$ cat src/rtl/branch_pc_ctrl.sv
// branch_pc_ctrl: instruction-sequencing controller for the miniRISC core.
//
// Owns the PC and fetches each instruction through a req/ack handshake on the
// instruction memory. It issues the instruction to the backend, waits for the
// branch resolution, and then computes the next PC.
//
// Ports
//   clk, rst_n              clock (rising edge), synchronous active-low reset
//   imem_req/addr/ack/rdata instruction fetch handshake (addr = pc)
//   instr_valid/instr/...   issued instruction and its PC; held while stall=1
//   stall                   backend not ready, holds issue
//   br_valid, br_type, ...  branch resolution for the issued instruction
//   flag_z, flag_n          condition flags used by conditional branches
//   halt                    enter HALT after the current resolution
//   link_we, link_data      BL link write (instr_pc + 4), 1-cycle pulse
//   halted                  controller parked in HALT until reset
//   taken_cnt               saturating taken-branch counter (BRANCH_STATS_EN only)
//
// Optional feature macro: BRANCH_STATS_EN
module branch_pc_ctrl #(
   parameter logic [31:0] PC_RESET = 32'h0000_0000,
   parameter int          CNT_W    = 16
) (
   input  logic             clk,
   input  logic             rst_n,
   output logic             imem_req,
   output logic [31:0]      imem_addr,
   input  logic             imem_ack,
   input  logic [31:0]      imem_rdata,
   output logic             instr_valid,
   output logic [31:0]      instr,
   output logic [31:0]      instr_pc,
   input  logic             stall,
   input  logic             br_valid,
   input  logic [2:0]       br_type,
   input  logic [25:0]      br_label,
   input  logic [15:0]      br_off,
   input  logic [31:0]      br_reg,
   input  logic             flag_z,
   input  logic             flag_n,
   input  logic             halt,
   output logic             link_we,
   output logic [31:0]      link_data,
   output logic             halted
`ifdef BRANCH_STATS_EN
  ,output logic [CNT_W-1:0] taken_cnt
`endif
);

   typedef enum logic [1:0] {S_FETCH, S_ISSUE, S_RESOLVE, S_HALT} state_t;

   state_t      state, state_nxt;
   logic [31:0] pc, pc_nxt;
   logic [31:0] seq, ext26s, ext16s;
   logic        fetch_done, resolve, cond_taken, br_taken;

   // Ack only counts while a request is actually outstanding. This keeps a
   // late ack after reset (req already dropped) from being taken.
   assign fetch_done = (state == S_FETCH) && imem_req && imem_ack;
   assign resolve    = (state == S_RESOLVE) && br_valid;

   always_comb begin
      seq        = instr_pc + 32'd4;
      // Sign-extended fields, already scaled by 4 (word offsets).
      ext26s     = {{4{br_label[25]}}, br_label, 2'b00};
      ext16s     = {{14{br_off[15]}}, br_off, 2'b00};
      cond_taken = 1'b0;
      case (br_type)
         3'd4:    cond_taken = flag_z;
         3'd5:    cond_taken = !flag_z;
         3'd6:    cond_taken = flag_n;
         3'd7:    cond_taken = !flag_n;
         default: cond_taken = 1'b0;
      endcase
   end

   always_comb begin
      state_nxt = state;
      pc_nxt    = pc;
      br_taken  = 1'b0;
      case (state)
         S_FETCH: begin
            if (fetch_done) state_nxt = S_ISSUE;
         end
         S_ISSUE: begin
            if (!stall) state_nxt = S_RESOLVE;
         end
         S_RESOLVE: begin
            if (br_valid) begin
               case (br_type)
                  3'd1, 3'd2: begin
                     pc_nxt   = seq + ext26s;
                     br_taken = 1'b1;
                  end
                  3'd3: begin
                     // Register target is word-aligned by clearing the low bits.
                     pc_nxt   = br_reg & ~32'd3;
                     br_taken = 1'b1;
                  end
                  3'd4, 3'd5, 3'd6, 3'd7: begin
                     pc_nxt   = cond_taken ? seq + ext16s : seq;
                     br_taken = cond_taken;
                  end
                  default: pc_nxt = seq;
               endcase
               state_nxt = halt ? S_HALT : S_FETCH;
            end
         end
         default: state_nxt = S_HALT;
      endcase
   end

   always_ff @(posedge clk) begin
      if (!rst_n) begin
         state    <= S_FETCH;
         pc       <= PC_RESET;
         imem_req <= 1'b0;
         instr    <= '0;
         instr_pc <= '0;
      end else begin
         state    <= state_nxt;
         pc       <= pc_nxt;
         // Registered request: low for the first cycle after reset, dropped on
         // the ack edge, and raised on the edge that re-enters FETCH.
         imem_req <= (state_nxt == S_FETCH);
         if (fetch_done) begin
            instr    <= imem_rdata;
            instr_pc <= pc;
         end
      end
   end

   assign imem_addr   = pc;
   assign instr_valid = (state == S_ISSUE);
   assign halted      = (state == S_HALT);
   assign link_we     = resolve && (br_type == 3'd2);
   assign link_data   = link_we ? seq : '0;

`ifdef BRANCH_STATS_EN
   always_ff @(posedge clk) begin
      if (!rst_n)
         taken_cnt <= '0;
      else if (resolve && br_taken && (taken_cnt != {CNT_W{1'b1}}))
         taken_cnt <= taken_cnt + 1'b1;
   end
`else
   logic unused_taken;
   assign unused_taken = br_taken;
`endif

endmodule

$ cat config.mk
export PLATFORM = sky130hd
export DESIGN_NAME = branch_pc_ctrl
export DESIGN_NICKNAME = d
export VERILOG_FILES = /design/src/rtl/branch_pc_ctrl.sv
export SDC_FILE = /design/constraint.sdc
export NUM_CORES = 1
export LEC_CHECK = 0
export ABC_AREA = 0
export CAP_MARGIN = 20
export CORE_ASPECT_RATIO = 0.7
export CORE_MARGIN = 8
export CORE_UTILIZATION = 25
export CTS_BUF_LIST = sky130_fd_sc_hd__clkbuf_4 sky130_fd_sc_hd__clkbuf_8
export CTS_CLUSTER_SIZE = 30
export DETAILED_ROUTE_END_ITERATION = 7
export DONT_BUFFER_PORTS = 1
export GPL_TIMING_DRIVEN = 1
export PLACE_DENSITY = 0.48
export SLEW_MARGIN = 15
export SYNTH_ARGS = -nofsm -noshare
export SYNTH_HDL_FRONTEND = slang
export SYNTH_SLANG_ARGS = --single-unit
$ cat constraint.sdc
create_clock -name clk -period 6 [get_ports clk]
set_clock_uncertainty 0.1 [all_clocks]
set_input_delay 1.2 -clock clk [delete_from_list [all_inputs] [get_ports clk]]
set_output_delay 1.2 -clock clk [all_outputs]
set_load 0.02 [all_outputs]
==> results of run 1 <==
placed cells by master, fill, tap and decap left out, types with 4 or more instances in the layout:
| cell type | instances |
|---|---|
| ha_1 | 65 |
| inv_1 | 21 |
| a221o_1 | 12 |
| nor2_1 | 70 |
| a22oi_1 | 4 |
| o21ai_0 | 74 |
| nor2_2 | 4 |
| o21bai_1 | 7 |
| o211ai_1 | 6 |
| and2_1 | 36 |
| a21oi_1 | 135 |
| o21a_1 | 15 |
| and3_1 | 9 |
| buf_4 | 15 |
| nand3_1 | 30 |
| xnor2_1 | 47 |
| a31oi_1 | 9 |
| and4_1 | 7 |
| nor3_1 | 18 |
| dfxtp_1 | 99 |
| a21o_1 | 22 |
| a211oi_1 | 12 |
| a221oi_1 | 27 |
| nand2b_1 | 10 |
| nand4_1 | 10 |
| nor2b_1 | 4 |
| nand2_1 | 188 |
| mux2i_1 | 4 |
| xor2_1 | 30 |
| clkbuf_8 | 11 |
cell families after synthesis:
kind of cell,Yosys count,synth area share (%)
buf+inv,74,3.51
fa+ha+maj,67,10.8
mux,4,0.506
compound gates,360,29.0
xor+xnor,77,8.53
simple gates,397,22.6
flops,99,25.1
worst min-delay path: stages (launching register included):
cell and delay [ps]:
dfxtp_1 390, nand2_1 80, a21oi_1 50
through the flow:
step | instance area (sq um) | total power [mW] | hold slack [ps] | util, % | cells
2_1_floorplan | 7910 | 0.889 | 435 | - | 1078
3_3_place_gp | 8370 | 0.950 | 449 | 26.9 | 1461
3_5_place_dp | 8370 | 0.953 | 456 | 26.9 | 1461
4_1_cts | 8580 | 1.44 | 471 | 27.5 | 1477
5_1_grt | 8580 | 1.49 | 481 | 27.5 | 1479
6_report | 8580 | 1.42 | 461 | 27.5 | 1479
flip-flops by register name (all words and copies together) (netlist names):
signal     flops
imem_req       1
instr_pc      32
state          2
imem_addr     32
instr         32
worst min path at each step:
stage / startpoint / endpoint / slack [ps] / cells past startpoint
6_report: instr[2] / instr[2] / 460 / 2
5_1_grt: instr[10] / instr[10] / 480 / 2
4_1_cts: instr[8] / instr[8] / 470 / 2
3_5_place_dp: instr[2] / instr[2] / 460 / 2
3_3_place_gp: instr[31] / instr[31] / 450 / 2
2_1_floorplan: instr[0] / instr[0] / 430 / 2
layer usage:
metal / vias up / wire, microns
met1: 3823 / 15000
li1: 3839 / -
met5: - / 13
met2: 296 / 15300
met3: 28 / 3310
met4: 2 / 380
final cells by class:
class,instances,area [sq um]
sequential,99,1980
clock inverter,5,57.6
timing repair buffer,15,113
inverter,22,82.6
tap,420,526
clock buffer,11,151
antenna,2,5.00
multi-input combinational,905,5660
fill,3452,22600
power groups by stage:
stage / logic, mW / clock network (mW) / registers [mW]
6_report: 0.224 / 0.479 / 0.715
5_1_grt: 0.248 / 0.527 / 0.718
4_1_cts: 0.222 / 0.503 / 0.716
3_5_place_dp: 0.221 / 0 / 0.731
3_3_place_gp: 0.219 / 0 / 0.731
2_1_floorplan: 0.166 / 0 / 0.723
==> impl_metrics.ini, run 1 <==
[floorplan]
die_w_microns = 229
pin_count = 249
die_h_microns = 165
dieArea_sq_um = 37700
start_util_pct = 25.4
num_rows = 54
core-area_sq_um = 31100

[logic_synthesis]
synth_seq_cells = 99
postSynthCellCount = 1078
ys_warn_count = 0
synth_edf_count = 0
synthFlopType = dfxtp_1
synth_top_area_share_pct = 25.1
syn_area_per_cell_sq_um = 7.34
synth_cell_types = 59
yosysMostFrequentCell = nand2_1
synthTopCellsByArea = dfxtp_1, ha_1, nand2_1
synth_nets = 1262
synth_area_sq_um = 7910
synth_top_area_cell = dfxtp_1
synth_seq_area_share_pct = 25.1
synth_common_cells = nand2_1, a21oi_1, dfxtp_1, nor2_1, o21ai_0
async_flop_share_pct = 0

[placement]
pre_cts_ws_ps = 1160
dp_hpwl_microns = 27400
place_congestion = 0.868
portBuffers = 0

[cts]
cts_root_buffer = clkbuf_8
post_cts_buffers = 0
cts_buffers = 9
path_clk_slew_ps = 100
cts_hold_buf = 0
post_cts_resized = 0
clk-insertion-delay-late_ps = 400
clock_path_buffers = 2
cts.sinks = 99
cts_tree = built
cts_htree_levels = 3

[critical_path]
worstSetupStartpoint = instr_pc[6]
cp_num_buf_inv = 0
arrival_ps = 5070
path_cells = nand4_1, nor2_1, nand4_1, nor2_1, xor2_1, ha_1, o21ai_0, o211ai_1, a21o_1, a22o_4, a21bo_1, o211a_1, a2111o_1, a32oi_1, o21ai_1
rrSetupSlack_ps = 1120
endpoint_kind = flop
max_stage_delay_ps = 610
crit_type = reg -> reg
crit_family = compound AO/OA/AOI/OAI gates
worstRegToRegCells = 15
critPathSlowestCell = dfxtp_1
r2r_end = imem_addr[31]
cp.depth = 15
critPathRequiredTime_ps = 6190
critPathMaxFanout = 7
endpoint = imem_addr[31]
regToRegStartpoint = instr_pc[6]
start_kind = flop

[routing]
vias_per_cell = 5.40
num_vias = 7988
routed_wl_microns = 34000
dr.pass1.iters = 5
drc = 0
drtAntennaViolNets = 0
drt_iter0_drc = 699
post_drt_wl_per_cell_microns = 23.0

[global_route]
antenna_found_initial = 4
grt.busiest_layer = met2
grt_max_degree = 51
grt-ovfl-total = 0
grt_use_met2_pct = 27.5
global_route.usage.met1_pct = 21.8
grt_use_met3_pct = 6.73
grt_pass1_vias = 7451
grt_pass1_wl_microns = 49300
grt_util_all_layers_pct = 17.2

[power]
clockPowerShare_pct = 33.8
swShare_pct = 32.0
combPwrFrac_pct = 15.8
intPower_uw = 965
switching_power_uw = 453
power.density_nw_per_um2 = 165
p_leak_nw = 3.37
vdd_ir_drop_max_mv = 0.0971
seq_power_share_pct = 50.4

[sta]
hold_violations = 0
setup_violations = 0
finalSetupTns_ps = 0
fmax_ghz = 0.205
setup_ws_ps = 1120
worst_pin_slew_ps = 889
period_share_pct = 81.3
finalCriticalPeriod_ps = 4880
drv_slew = 0
maxSlewHeadroom_pct = 40.7
grt_setup_unrepaired = false

[outcome]
status = finished clean

[run]
drv_cap = 0

[final_layout]
area_growth_pct = 8.51
fin_nets = 1236
drive_gt1_share_pct = 4.64

[hold_path]
hold_path.class = reg -> reg
(Power assumes the default switching activity.)
==> run 2: changes to the inputs <==
ABC_AREA = 1   (was 0)
clock period = 5.1 ns   (was 6 ns; I/O delays follow)
==> run 2 against run 1 <==
Final cell count up 49%. Clock-buffer cell count unchanged. Combinational power increased to 3.8 times the previous value. Setup slack got worse by 400 ps. First-iteration DRC count rose by 50%. Fmax increased by 11%. Global-route usage rose by 1.5 points. Register-to-register slack got worse by 400 ps. Non-clock buffer count rose by 26. Sequential power increased by 35%. Highest routed layer unchanged.
==> impl_metrics.ini, run 2 <==
[global_route]
antenna_found_initial = 4
grt_use_met3_pct = 7.46
grt_util_all_layers_pct = 18.6
grt_use_met2_pct = 28.3
grt_pass1_vias = 9607
global_route.usage.met1_pct = 25.3
grt.busiest_layer = met2
grt-ovfl-total = 0
grt_pass1_wl_microns = 63600
grt_max_degree = 97

[critical_path]
cp.depth = 20
endpoint_kind = flop
max_stage_delay_ps = 590
endpoint = imem_addr[23]
r2r_end = imem_addr[23]
critPathMaxFanout = 5
critPathMostFrequentCell = nand2_1
cp_num_buf_inv = 1
worstSetupStartpoint = instr_pc[2]
crit_type = reg -> reg
worstRegToRegCells = 20
critPathSlowestCell = dfxtp_1
path_cells = ha_1, nand2_2, nor2_4, nand2_1, nor2_2, nand2_1, o21ai_0, inv_1, ha_1, nand2_1, nor2_1, a21oi_1, nand2_1, nand2_1, nand2_1, nand2_1, nand3_1, nand2_1, nor2_1, nor2_1
critPathRequiredTime_ps = 5290
crit_family = simple AND/OR/NAND/NOR gates
arrival_ps = 4570
regToRegStartpoint = instr_pc[2]
rrSetupSlack_ps = 720
start_kind = flop

[logic_synthesis]
synth_cell_types = 48
synth_top_area_share_pct = 20.8
synth_area_sq_um = 9550
postSynthCellCount = 1688
synth_top_area_cell = dfxtp_1
synth_nets = 1872
async_flop_share_pct = 0
ys_warn_count = 0
syn_area_per_cell_sq_um = 5.66
synthTopCellsByArea = dfxtp_1, nand2_1, nor2_1
synth_seq_area_share_pct = 20.8
synth_common_cells = nand2_1, nor2_1, inv_1, o21ai_0, nand3_1
yosysMostFrequentCell = nand2_1
synthFlopType = dfxtp_1
synth_edf_count = 0
synth_seq_cells = 99

[floorplan]
start_util_pct = 25.1
dieArea_sq_um = 44800
die_h_microns = 180
pin_count = 249
num_rows = 60
core-area_sq_um = 38100
die_w_microns = 250

[routing]
routed_wl_microns = 43600
drtAntennaViolNets = 0
drt_iter0_drc = 1048
dr.pass1.iters = 7
num_vias = 10600
drc = 0
post_drt_wl_per_cell_microns = 19.8
vias_per_cell = 4.83

[power]
clockPowerShare_pct = 22.9
p_leak_nw = 5.20
intPower_mw = 1.34
swShare_pct = 43.0
fin_total_pwr_mw = 2.36
seq_power_share_pct = 40.9
vdd_ir_drop_max_mv = 0.116
power.density_nw_per_um2 = 225
switching_power_mw = 1.01
combPwrFrac_pct = 36.2

[cts]
cts_htree_levels = 3
cts_tree = built
post_cts_buffers = 0
post_cts_resized = 0
cts_root_buffer = clkbuf_8
clk-insertion-delay-late_ps = 390
path_clk_slew_ps = 100
cts_buffers = 9
clock_path_buffers = 2
cts_hold_buf = 0
cts.sinks = 99

[placement]
portBuffers = 0
place_congestion = 0.949
dp_hpwl_microns = 36700

[final_layout]
layout_commonest_cell = nand2_1
final_cell_mix = nand2_1, nor2_1, inv_1, o21ai_0, nand3_1
area_growth_pct = 9.72
fin_util_pct = 27.5
fin_nets = 1883
drive_gt1_share_pct = 6.75

[run]
drv_cap = 0

[hold_path]
hold_path.class = reg -> reg

[sta]
worst_pin_slew_ps = 769
finalSetupTns_ps = 0
hold_violations = 0
grt_setup_unrepaired = false
finalCriticalPeriod_ps = 4380
timing.hold.ws_ps = 487
maxSlewHeadroom_pct = 48.7
period_share_pct = 85.9
setup_violations = 0
fmax_ghz = 0.228
drv_slew = 0

[outcome]
status = finished clean
run 2: cell count changes in the layout (fill, tap and decap cells not counted), moves of 15 or more:
cell      delta
a21oi_1     -39
o21a_1      -15
o21ai_0     +56
and2_1      -33
inv_1      +206
nand2_1    +285
nor2_1     +209
or2_2       +18
buf_4       +26
nand3_1     +97
xnor2_1     -45
a21o_1      -19
a221oi_1    -26
xor2_1      -20
run 2: power by group through the flow:
stage               sequential [mW]  combinational [mW]  clock [mW]
floorplan                     0.954               0.623           0
global placement              0.987               0.839           0
detailed placement            0.988               0.844           0
CTS                           0.969               0.848       0.568
global route                  0.975               0.965       0.598
finish                        0.966               0.853       0.540
run 2: cells by family (layout without fill, tap and decap cells):
| logic type | count (synthesis) | in the layout | share of synthesized area [%] |
|---|---|---|---|
| compound gates | 257 | 257 | 14.4 |
| simple gates | 976 | 976 | 43.2 |
| xor+xnor | 13 | 13 | 1.27 |
| flops | 99 | 99 | 20.8 |
| fa+ha+maj | 67 | 67 | 8.94 |
| other cells | 0 | 3 | 0 |
| buf+inv | 276 | 292 | 11.5 |
run 2: worst register-to-register path, cell delays in order, from the launching register on:
cell	delay, ps
dfxtp_1	590
ha_1	250
nand2_2	90
nor2_4	180
nand2_1	100
nor2_2	270
nand2_1	160
o21ai_0	420
inv_1	180
ha_1	390
nand2_1	130
nor2_1	350
a21oi_1	120
nand2_1	280
nand2_1	120
nand2_1	80
nand2_1	40
nand3_1	60
nand2_1	100
nor2_1	190
nor2_1	70
run 2: layout make-up:
| type | count | area, sq um |
|---|---|---|
| antenna | 3 | 7.51 |
| clock buffer | 11 | 145 |
| clock inverter | 5 | 61.3 |
| fill | 4370 | 27600 |
| inverter | 235 | 885 |
| multi-input combinational | 1313 | 6470 |
| sequential | 99 | 1980 |
| tap | 496 | 621 |
| timing repair buffer | 41 | 308 |
run 2: how the worst min path moves through the flow:
stage / from / endpoint / slack, ps / cells past startpoint
final: instr[1] / instr[1] / 490 / 2
after global routing: instr[4] / instr[4] / 510 / 2
after CTS: instr[4] / instr[4] / 490 / 2
after detailed placement: instr[4] / instr[4] / 480 / 2
after global placement: instr[3] / instr[3] / 480 / 2
after floorplan: imem_addr[10] / instr_pc[10] / 430 / 2
run 2: layer usage:
| metal | up-vias | part of all wire, % |
|---|---|---|
| met2 | 390 | 42 |
| met5 | - | 0.030 |
| met1 | 4823 | 46 |
| li1 | 5412 | - |
| met4 | 2 | 0.61 |
| met3 | 18 | 11 |
run 2: per-stage QoR:
step	setup slack [ps]	area, sq um	instances
final	720	10500	2203
after global routing	420	10500	2202
after CTS	770	10500	2200
after detailed placement	809	10300	2184
after global placement	899	10300	2184
after floorplan	1230	9550	1688
==> run 3: changes to the inputs <==
clock period = 5.5 ns   (was 5.1 ns; I/O delays follow)
==> run 3 against run 2 <==
Sequential power fell by 7.2%. Via count fell by 0.32%. First-iteration DRC count fell by 7.2%. Combinational power fell by 7.7%. Clock power fell by 3%. Final area did not move. Fmax fell by 3.5%. Largest power group unchanged.
==> impl_metrics.ini, run 3 (synthesis gave the netlist of run 2 again) <==
[outcome]
status = finished clean

[final_layout]
final_cell_mix = nand2_1, nor2_1, inv_1, o21ai_0, nand3_1
drive_gt1_share_pct = 6.69
fin_nets = 1882
multi_input_area_sq_um = 6470
fill_cells = 4366
layout_commonest_cell = nand2_1
fin_area_sq_um = 10500
area_growth_pct = 9.72
seq_area_sq_um = 1980

[sta]
worst_pin_slew_ps = 805
drv_slew = 0
fmax_ghz = 0.220
grt_setup_unrepaired = false
maxSlewHeadroom_pct = 46.4
finalSetupTns_ps = 0
period_share_pct = 82.5
hold_violations = 0
setup_violations = 0
finalCriticalPeriod_ps = 4540

[hold_path]
min_from = instr[1]
whs_path_depth = 2
whs_endpoint = instr[1]
hold_path.class = reg -> reg

[cts]
cts.sinks = 99
clock_path_buffers = 2
path_clk_slew_ps = 110
cts_hold_buf = 0
cts_buffers = 9
clk-insertion-delay-late_ps = 400
post_cts_buffers = 0
cts_htree_levels = 3
cts_tree = built
post_cts_resized = 0
cts_root_buffer = clkbuf_8

[critical_path]
regToRegStartpoint = instr_pc[2]
start_kind = flop
arrival_ps = 4780
endpoint_kind = flop
rrSetupSlack_ps = 960
crit_type = reg -> reg
critPathMaxFanout = 5
r2r_end = imem_addr[29]
worstRegToRegCells = 22
critPathRequiredTime_ps = 5740

[routing]
dr.pass1.iters = 5
drc = 0
routed_wl_microns = 43600
drtAntennaViolNets = 0
post_drt_wl_per_cell_microns = 19.8
vias_per_cell = 4.82
num_vias = 10600
drt_iter0_drc = 973

[global_route]
grt_pass1_wl_microns = 63900
grt-ovfl-total = 0
grt_pass1_vias = 9617
antenna_found_initial = 5
grt_util_all_layers_pct = 18.7
grt_max_degree = 97

[placement]
dp_hpwl_microns = 36600
place_area_sq_um = 10300
portBuffers = 0
place_congestion = 0.948

[power]
vdd_ir_drop_max_mv = 0.0934
fin_total_pwr_mw = 2.21
p_leak_nw = 5.21
power.density_nw_per_um2 = 211

[floorplan]
start_util_pct = 25.1
die_w_microns = 250
die_h_microns = 180
core-area_sq_um = 38100
num_rows = 60
pin_count = 249
dieArea_sq_um = 44800

[run]
drv_cap = 0
## run 3: per-layer routing
metal | global-route usage, % | part of all wire [%] | vias up
met2 | 27.7 | 41 | 379
met3 | 7.35 | 11 | 34
met1 | 25.8 | 47 | 4784
li1 | - | - | 5408
met4 | 2.99 | 1.4 | 6
met5 | 0 | 0.076 | -
## run 3: through the flow
| stage | setup slack [ps] | utilization (%) | hold slack, ps | cells |
|---|---|---|---|---|
| floorplan | 1470 | - | 429 | 1688 |
| global placement | 1110 | 26.9 | 478 | 2183 |
| detailed placement | 1040 | 26.9 | 479 | 2183 |
| CTS | 998 | 27.5 | 493 | 2199 |
| global route | 421 | 27.5 | 513 | 2201 |
| finish | 961 | 27.5 | 490 | 2201 |
## run 3: worst max-delay path, cell delays in order, from the launching register on
cell and delay (ps):
dfxtp_1 590, ha_1 210, buf_4 160, nand2_2 90, nor2_4 170, nand2_1 110
nor2_2 270, nand2_1 150, o21ai_0 440, inv_1 190, ha_1 380, nand2_1 120
nor2_1 160, inv_1 90, nor2_1 130, nand2_1 70, nand3_1 150, nand3_1 230
nand3_1 150, nand2_1 50, o21ai_0 290, nor2_1 90, nor2_1 80
## run 3: how the worst max path moves through the flow
stage / from / to / cells after the start
floorplan: br_valid / link_data[10] / 7
global placement: instr_pc[2] / imem_addr[29] / 22
detailed placement: instr_pc[2] / imem_addr[29] / 22
CTS: instr_pc[2] / imem_addr[29] / 22
global route: instr_pc[2] / imem_addr[29] / 22
finish: instr_pc[2] / imem_addr[29] / 22
## run 3: area by class of cell
type | instances | area share [%]
inverter | 235 | 8.44
clock inverter | 6 | 0.752
sequential | 99 | 18.9
antenna | 2 | 0.0478
clock buffer | 10 | 1.31
tap | 496 | 5.92
timing repair buffer | 40 | 2.87
multi-input combinational | 1313 | 61.7
## run 3: power by group
group / total (mW) / internal, mW / switching, mW
Sequential: 0.896 / 0.768 / 0.128
Clock: 0.523 / 0.233 / 0.289
Combinational: 0.787 / 0.249 / 0.539
Total: 2.21 / 1.25 / 0.956
